## src/rtl/vs_spi_scheduler.sv

```systemverilog
// VS10xx SPI bus owner: arbitrates SCI/SDI 32-bit words, DREQ-gated, MSB first.
// Optional SCI read-back of the 16-bit data field when SCI_READ_EN is defined.
module vs_spi_scheduler #(
    parameter int CLK_DIV = 1,
    parameter int GAP_CYC = 2
) (
    input  logic        clk,
    input  logic        RST,
    input  logic        sci_req,
    input  logic [31:0] sci_wdata,
    output logic        sci_ack,
    input  logic        sdi_req,
    input  logic [31:0] sdi_wdata,
    output logic        sdi_ack,
    output logic        busy,
    input  logic        mp3_dreq,
    output logic        mp3_sclk,
    output logic        mp3_mosi,
    output logic        mp3_cs,
    output logic        mp3_dcs
`ifdef SCI_READ_EN
    ,
    input  logic        mp3_miso,
    output logic [15:0] sci_rdata
`endif
);

    localparam int DW = (CLK_DIV > 1) ? $clog2(CLK_DIV) : 1;
    localparam int GW = (GAP_CYC > 1) ? $clog2(GAP_CYC) : 1;
    localparam logic [DW-1:0] DIV_MAX = DW'(CLK_DIV - 1);
    localparam logic [GW-1:0] GAP_MAX = GW'((GAP_CYC > 0) ? GAP_CYC - 1 : 0);

    typedef enum logic [1:0] {
        IDLE,
        SHIFT_SCI,
        SHIFT_SDI,
        GAP
    } state_t;

    state_t        state_q, state_d;
    logic          sclk_q, sclk_d;
    logic          mosi_q, mosi_d;
    logic          cs_q, cs_d;
    logic          dcs_q, dcs_d;
    logic          sci_ack_q, sci_ack_d;
    logic          sdi_ack_q, sdi_ack_d;
    logic          busy_q, busy_d;
    logic [31:0]   shreg_q, shreg_d;
    logic [DW-1:0] div_q, div_d;
    logic [4:0]    bit_q, bit_d;
    logic [GW-1:0] gap_q, gap_d;
    logic [31:0]   grant_word;

`ifdef SCI_READ_EN
    logic          rd_q, rd_d;
    logic [15:0]   rd_sh_q, rd_sh_d;
    logic [15:0]   rdata_q, rdata_d;
`endif

    assign grant_word = sci_req ? sci_wdata : sdi_wdata;

    always_comb begin
        state_d   = state_q;
        sclk_d    = sclk_q;
        mosi_d    = mosi_q;
        cs_d      = cs_q;
        dcs_d     = dcs_q;
        sci_ack_d = 1'b0;
        sdi_ack_d = 1'b0;
        busy_d    = busy_q;
        shreg_d   = shreg_q;
        div_d     = div_q;
        bit_d     = bit_q;
        gap_d     = gap_q;
`ifdef SCI_READ_EN
        rd_d      = rd_q;
        rd_sh_d   = rd_sh_q;
        rdata_d   = rdata_q;
`endif
        unique case (state_q)
            IDLE: begin
                if (mp3_dreq && (sci_req || sdi_req)) begin
                    shreg_d = grant_word;
                    mosi_d  = grant_word[31];
                    sclk_d  = 1'b0;
                    cs_d    = ~sci_req;
                    dcs_d   = sci_req;
                    busy_d  = 1'b1;
                    div_d   = '0;
                    bit_d   = '0;
                    state_d = sci_req ? SHIFT_SCI : SHIFT_SDI;
`ifdef SCI_READ_EN
                    rd_d    = sci_req && (sci_wdata[31:24] == 8'h03);
`endif
                end
            end
            SHIFT_SCI, SHIFT_SDI: begin
                if (div_q == DIV_MAX) begin
                    div_d  = '0;
                    sclk_d = ~sclk_q;
                    if (!sclk_q) begin
`ifdef SCI_READ_EN
                        // Data phase of a read: rising edges 17..32
                        if (state_q == SHIFT_SCI && rd_q && bit_q[4])
                            rd_sh_d = {rd_sh_q[14:0], mp3_miso};
`endif
                    end else if (bit_q == 5'd31) begin
                        cs_d      = 1'b1;
                        dcs_d     = 1'b1;
                        mosi_d    = 1'b0;
                        sci_ack_d = (state_q == SHIFT_SCI);
                        sdi_ack_d = (state_q == SHIFT_SDI);
                        gap_d     = '0;
`ifdef SCI_READ_EN
                        if (state_q == SHIFT_SCI && rd_q)
                            rdata_d = rd_sh_q;
`endif
                        if (GAP_CYC == 0) begin
                            state_d = IDLE;
                            busy_d  = 1'b0;
                        end else begin
                            state_d = GAP;
                        end
                    end else begin
                        bit_d   = bit_q + 5'd1;
                        shreg_d = {shreg_q[30:0], shreg_q[31]};
                        mosi_d  = shreg_q[30];
                    end
                end else begin
                    div_d = div_q + 1'b1;
                end
            end
            GAP: begin
                if (gap_q == GAP_MAX) begin
                    state_d = IDLE;
                    busy_d  = 1'b0;
                end else begin
                    gap_d = gap_q + 1'b1;
                end
            end
            default: state_d = IDLE;
        endcase
    end

    always_ff @(posedge clk) begin
        if (!RST) begin
            state_q   <= IDLE;
            sclk_q    <= 1'b0;
            mosi_q    <= 1'b0;
            cs_q      <= 1'b1;
            dcs_q     <= 1'b1;
            sci_ack_q <= 1'b0;
            sdi_ack_q <= 1'b0;
            busy_q    <= 1'b0;
            shreg_q   <= '0;
            div_q     <= '0;
            bit_q     <= '0;
            gap_q     <= '0;
`ifdef SCI_READ_EN
            rd_q      <= 1'b0;
            rd_sh_q   <= '0;
            rdata_q   <= '0;
`endif
        end else begin
            state_q   <= state_d;
            sclk_q    <= sclk_d;
            mosi_q    <= mosi_d;
            cs_q      <= cs_d;
            dcs_q     <= dcs_d;
            sci_ack_q <= sci_ack_d;
            sdi_ack_q <= sdi_ack_d;
            busy_q    <= busy_d;
            shreg_q   <= shreg_d;
            div_q     <= div_d;
            bit_q     <= bit_d;
            gap_q     <= gap_d;
`ifdef SCI_READ_EN
            rd_q      <= rd_d;
            rd_sh_q   <= rd_sh_d;
            rdata_q   <= rdata_d;
`endif
        end
    end

    assign mp3_sclk = sclk_q;
    assign mp3_mosi = mosi_q;
    assign mp3_cs   = cs_q;
    assign mp3_dcs  = dcs_q;
    assign sci_ack  = sci_ack_q;
    assign sdi_ack  = sdi_ack_q;
    assign busy     = busy_q;
`ifdef SCI_READ_EN
    assign sci_rdata = rdata_q;
`endif

endmodule

```

## config.mk

```make
export PLATFORM = sky130hd
export DESIGN_NAME = vs_spi_scheduler
export DESIGN_NICKNAME = d
export VERILOG_FILES = /design/src/rtl/vs_spi_scheduler.sv
export SDC_FILE = /design/constraint.sdc
export NUM_CORES = 1
export LEC_CHECK = 0
export BUFFER_PORTS_ARGS = -buffer_cell sky130_fd_sc_hd__clkbuf_2
export CELL_PAD_IN_SITES_DETAIL_PLACEMENT = 0
export CELL_PAD_IN_SITES_GLOBAL_PLACEMENT = 1
export CORE_MARGIN = 4
export CORE_UTILIZATION = 34
export CTS_CLUSTER_DIAMETER = 150
export DETAILED_ROUTE_END_ITERATION = 6
export HOLD_SLACK_MARGIN = 0.08
export PLACE_DENSITY_LB_ADDON = 0.1
export SYNTH_ARGS = -nofsm -noshare
export SYNTH_HDL_FRONTEND = slang
export SYNTH_SLANG_ARGS = --single-unit
```

## constraint.sdc

```tcl
create_clock -name clk -period 1.7 [get_ports clk]
set_input_delay 0.51 -clock clk [delete_from_list [all_inputs] [get_ports clk]]
set_output_delay 0.51 -clock clk [all_outputs]
set_load 0.05 [all_outputs]
```

After elaboration in Yosys (flattened, before gate mapping)
Cells that the tools add are included.
{ "op_classes": {"add_sub_neg": 3, "eq_ne": 10, "mux": 43, "n_bitwise": 5, "n_reduce_logical": 16} }
{ "op_table": {"columns": ["operator", "n"], "rows": [
  ["$mux W32", 5],
  ["$pmux W32 S2", 1],
  ["$mux W5", 4],
  ["$mux W1", 18],
  ["$reduce_and A5 Y1", 3],
  ["$pmux W1 S2", 7],
  ["$mux W2", 6],
  ["$ne A2 B2 Y1 const B", 6],
  ["$pmux W5 S2", 1],
  ["$reduce_and A4 Y1", 2],
  ["$pmux W2 S3", 1],
  ["$reduce_and A3 Y1", 2],
  ["$reduce_bool A2 Y1", 3],
  ["$add A5 B1 Y5 const B", 1],
  ["$eq A5 B5 Y1 const B", 1],
  ["$not A1 Y1", 5],
  ["$reduce_or A5 Y1", 1],
  ["$eq A2 B2 Y1 const B", 2],
  ["$add A1 B1 Y1 const B", 2],
  ["$eq A2 B1 Y1 const B", 1],
  ["$logic_not A2 Y1", 1],
  ["$reduce_and A2 Y1", 1],
  ["$reduce_or A2 Y1", 1],
  ["$logic_and A1 B1 Y1", 1],
  ["$logic_or A1 B1 Y1", 1]
]} }
{ "totals": {"register_bits": 48, "out_inout_bits": 7, "wordCells": 89} }

Logic depth before layout (Yosys ltp)
{ "logic_depth": {"depth_word": 5, "mapped_depth": 9, "depth_no_buf": 7} }

Worst setup path after synthesis
Ideal clock, no wire load.
{ "synth_path": {"path_type": "reg-to-reg", "from": "register bit_q[0]", "to": "register bit_q[0]", "setup_time_ns": 0.101, "arrival_time_ns": 1.736, "slack_ns": -0.137, "stages_incl_launch_ff": 10, "period_less_slack_ns": 1.837, "cell_sequence": "dfxtp_1 ha_1 and3_1 ha_1 and2b_1 o22ai_1 buf_4 buf_4 nand3_1 o41ai_1"} }
{ "synth_between": {"elab_chain_cells": 5, "elab_cells_between_ends": 8, "cone_classes": "add/sub: 1; eq/ne: 2; mux: 4; reduce/logical: 1"} }
{ "synth_rtl": {"columns": ["item", "line", "rtl"], "rows": [
  ["start: declaration", "50", "logic [4:0] bit_q, bit_d;"],
  ["start signal: assignment", "175", "bit_q <= bit_d;"],
  ["$add A5 B1 Y5", "125", "bit_d = bit_q + 5'd1;"],
  ["$mux W5", "107", "end else if (bit_q == 5'd31) begin"],
  ["$mux W5", "101", "if (!sclk_q) begin"],
  ["$mux W5", "98", "if (div_q == DIV_MAX) begin"],
  ["$pmux W5 S2", "80", "unique case (state_q)"]
]} }
Parallel ways exist; a longest one is shown, timed or not. The select of a mux whose other input is x is not followed.
A chain may end at the register's enable or synchronous reset.

Final worst setup path
{ "layout_path": {"from": "register bit_q[0]", "to": "register shreg_q[11]"} }
{ "layout_between": {"elab_chain_cells": 3} }
{ "layout_rtl": {"columns": ["item", "line", "rtl"], "rows": [
  ["$eq A5 B5 Y1", "107", null],
  ["$ne A2 B2 Y1 (no source line)", null, null],
  ["$reduce_and A5 Y1 (no source line)", null, null],
  ["end signal: assignment", "173", "shreg_q <= shreg_d;"],
  ["end: declaration", "48", "logic [31:0] shreg_q, shreg_d;"]
]} }
No other way between the ends.

==> flow_summary_export.csv <==
group,metric,value,unit
placed_design,place_hpwl,5030,µm
grt,grt_max_degree,38,
floorplan,io_pins,76,
grt,grt.busiest_layer,"met2",
logic_synthesis,syn-num-nets,392,
setup_path,timing.rr.start,"bit_q[0]",
detailed_routing,routedWlPerCell,13.9,µm
logic_synthesis,avgSynthCellArea,8.27,µm²
power,p_per_area,1700,nW/µm²
power,p_leak,1.51,nW
setup_path,cp_top_family,"simple AND/OR/NAND/NOR gates",
setup_path,startpoint,"bit_q[0]",
cells_and_area,final_nets,489,
floorplan,fp.dieH,95.5,µm
clock_network,hold_buffers,0,
logic_synthesis,netlist_area,2600,µm²
power,ir_worst_vdd,0.995,mV
clock_network,cts_buffer_depth,2,
logic_synthesis,synth.yosys.seq_area_share,36.1,%
timing,worst_pin_slew,0.448,ns
clock_network,numCtsBuffers,5,
floorplan,rows,31,
setup_path,path_class,"flop to flop",
logic_synthesis,syn_inst,315,
grt,grt_pass1_vias,2514,
detailed_routing,drtAntennaViolNets,0,
setup_path,worstSetupStartpointType,"flop",
timing,hold_slack,0.462,ns
detailed_routing,route.detailed.drc,0,
floorplan,die-area,9120,µm²
timing,max_slew_margin,70.1,%
setup_path,worstPathArrival,2.01,ns
cells_and_area,area_delta_synth_final,40.7,%
timing,worst_slack,-0.0948,ns
detailed_routing,vias,2656,
grt,grt.overflow.total,0,
grt,grt_pass1_wl,11400,µm
setup_path,slowest_delay,0.34,ns
grt,grt_util_met3,3.08,%
timing,setup_viol_count_final,35,
grt,grt_util_met1,21.5,%
timing,finClkSkew,0.00857,ns
power,power,6.23,mW
detailed_routing,wl,7080,µm
setup_path,r2r_slack,-0.09,ns
grt,antenna_found_initial,0,
clock_network,cts_root_buf,"clkbuf_8",
cells_and_area,antenna_cells,0,
timing,period_needed,1.79,ns
clock_network,clk-insertion-delay-late,0.30,ns
detailed_routing,viasPerCell,5.20,
logic_synthesis,yosysUniqueCellTypes,41,
setup_path,cpMaxStageDelayCell,"dfxtp_2",
cells_and_area,drive_above_1_share,38.1,%
clock_network,htreeDepth,2,
placed_design,port_buffers,75,
setup_path,cp_common_cell,"ha_4",
logic_synthesis,synth-main-ff-cell,"dfxtp_1",
clock_network,clock-sinks,47,
grt,grt_usage,16.0,%
floorplan,die_w,95.5,µm
clock_network,clk_pin_slew,0.09,ns
setup_path,path_buf_inv,2,
cells_and_area,utilization,50.0,%
min_path,hp-class,"flop to flop",
timing,max_freq,557,MHz
logic_synthesis,ys_async_sr_fraction,0,%
logic_synthesis,synth-edff-count,0,
placed_design,routabilityCongestion,0.800,
grt,use_met2,25.2,%
min_path,hp-start,"shreg_q[7]",
setup_path,worstPathCellList,"ha_4 > and3_4 > ha_4 > and2b_2 > o22ai_4 > buf_4 > clkbuf_16 > o31ai_4",
run,drv_cap,0,
timing,hold_viol,0,
floorplan,initial_core_util,35.5,%
outcome,violations,"setup timing",
detailed_routing,drtIter0Drc,90,
timing,finalMaxSlewViolations,0,
clock_network,cts_tree,"built",
logic_synthesis,ys_ff_latch,47,
outcome,status,"finished with violations",
setup_path,endpoint_kind,"flop",
setup_path,cp_max_fo,6,
setup_path,crit_required,1.92,ns
logic_synthesis,yosysWarnings,0,
detailed_routing,firstDrtPassIters,4,
timing,rsz0062_at_grt,"yes",
cells_and_area,n_fill_cell,725,
floorplan,coreArea,7330,µm²
timing,period_share,106,%
## worst register-to-register path, cell delays in order (launching register included)
cell and delay (ns):
dfxtp_2 0.34, ha_4 0.15, and3_4 0.15, ha_4 0.16, and2b_2 0.25, o22ai_4 0.11
buf_4 0.16, clkbuf_16 0.16, o31ai_4 0.23
## worst paths after layout
path                                    end  cells after the start
worst max-delay path            shreg_q[11]                      8
worst min register to register   shreg_q[7]                      2
worst min-delay path             shreg_q[7]                      2
worst max register to register  shreg_q[11]                      8
## per-layer routing
layer / wire, µm / share of wire, %
met1: 3460 / 49
met2: 3180 / 45
met3: 319 / 4.5
met4: 124 / 1.8
met5: 0 / 0
## cell families after synthesis
| kind of cell | count (synthesis) | share of synthesized area [%] |
|---|---|---|
| AOI/OAI and AO/OA | 115 | 30.0 |
| adders and majority gates | 8 | 3.84 |
| buffers and inverters | 39 | 7.06 |
| DFF | 47 | 36.1 |
| muxes | 3 | 1.15 |
| and+or+nand+nor | 103 | 21.8 |
## Yosys cell counts (4+ instances only)
library cell  instances  area (µm²)
clkbuf_1             16        60.1
nor2b_1              27         169
o21ai_0              35         175
inv_1                 7        26.3
a211oi_1             30         225
buf_2                 6        30.0
nand2_1              13        48.8
and2b_1               5        37.5
and3_1                4        25.0
ha_1                  8         100
nand3_1              36         180
o31ai_1              29         218
dfxtp_1              47         941
buf_4                 6        45.0
a21oi_1               4        20.0
nor2_1                6        22.5
## report_power, final
part / total (mW) / internal, mW / switching, mW
registers: 1.72 / 1.51 / 0.213
logic: 3.82 / 1.65 / 2.17
clock network: 0.690 / 0.320 / 0.370
total: 6.23 / 3.48 / 2.76
## cells in the final DEF (no fill, tap or decap), types with 2 or more instances in the layout
| cell type | count |
|---|---|
| a211oi_1 | 30 |
| a21oi_1 | 4 |
| a311oi_1 | 2 |
| a31oi_1 | 2 |
| a32o_1 | 2 |
| and2b_1 | 4 |
| and3_1 | 3 |
| and4_1 | 2 |
| buf_12 | 6 |
| buf_4 | 33 |
| buf_6 | 6 |
| clkbuf_2 | 75 |
| clkbuf_8 | 6 |
| dfxtp_1 | 45 |
| dfxtp_2 | 2 |
| ha_1 | 4 |
| ha_4 | 3 |
| inv_1 | 7 |
| mux2i_1 | 3 |
| nand2_1 | 12 |
| nand2b_1 | 2 |
| nand3_1 | 31 |
| nand3_2 | 5 |
| nor2_1 | 5 |
| nor2b_1 | 26 |
| nor3_1 | 2 |
| o211ai_1 | 2 |
| o21ai_0 | 34 |
| o31ai_1 | 22 |
| o31ai_2 | 5 |
| o31ai_4 | 2 |
## registers in the layout, indices dropped and copies added, names as in the netlist
register / cells
mp3_mosi: 1
gap_q: 1
mp3_sclk: 1
sdi_ack: 1
shreg_q: 32
state_q: 2
mp3_cs: 1
mp3_dcs: 1
busy: 1
bit_q: 5
sci_ack: 1
## stage by stage
step | TNS [ns] | instances | worst slack [ns] | instance area [µm²]
after CTS | -0.767 | 508 | -0.0595 | 3560
after floorplan | -0.268 | 315 | -0.0439 | 2650
after detailed placement | -0.829 | 496 | -0.161 | 3340
after global routing | -5.10 | 511 | -0.179 | 3660
after global placement | -0.394 | 496 | -0.111 | 3340
final | -1.76 | 511 | -0.0948 | 3660
## area by class of cell
| type | count | area, µm² | area share [%] |
|---|---|---|---|
| clock buffer | 6 | 82.6 | 2.25 |
| clock inverter | 1 | 5.00 | 0.137 |
| inverter | 8 | 30.0 | 0.819 |
| multi-input combinational | 229 | 1640 | 44.9 |
| sequential | 47 | 943 | 25.7 |
| tap | 99 | 124 | 3.38 |
| timing repair buffer | 121 | 836 | 22.8 |
## repair_timing
item | in CTS | in global routing
setup buffers | 4 | 3
setup endpoints to repair | 33 | 42
gates cloned | 1 | 1
pin swaps | 10 | 4
gates resized for setup | 17 | 17
(Power assumes the default switching activity.)
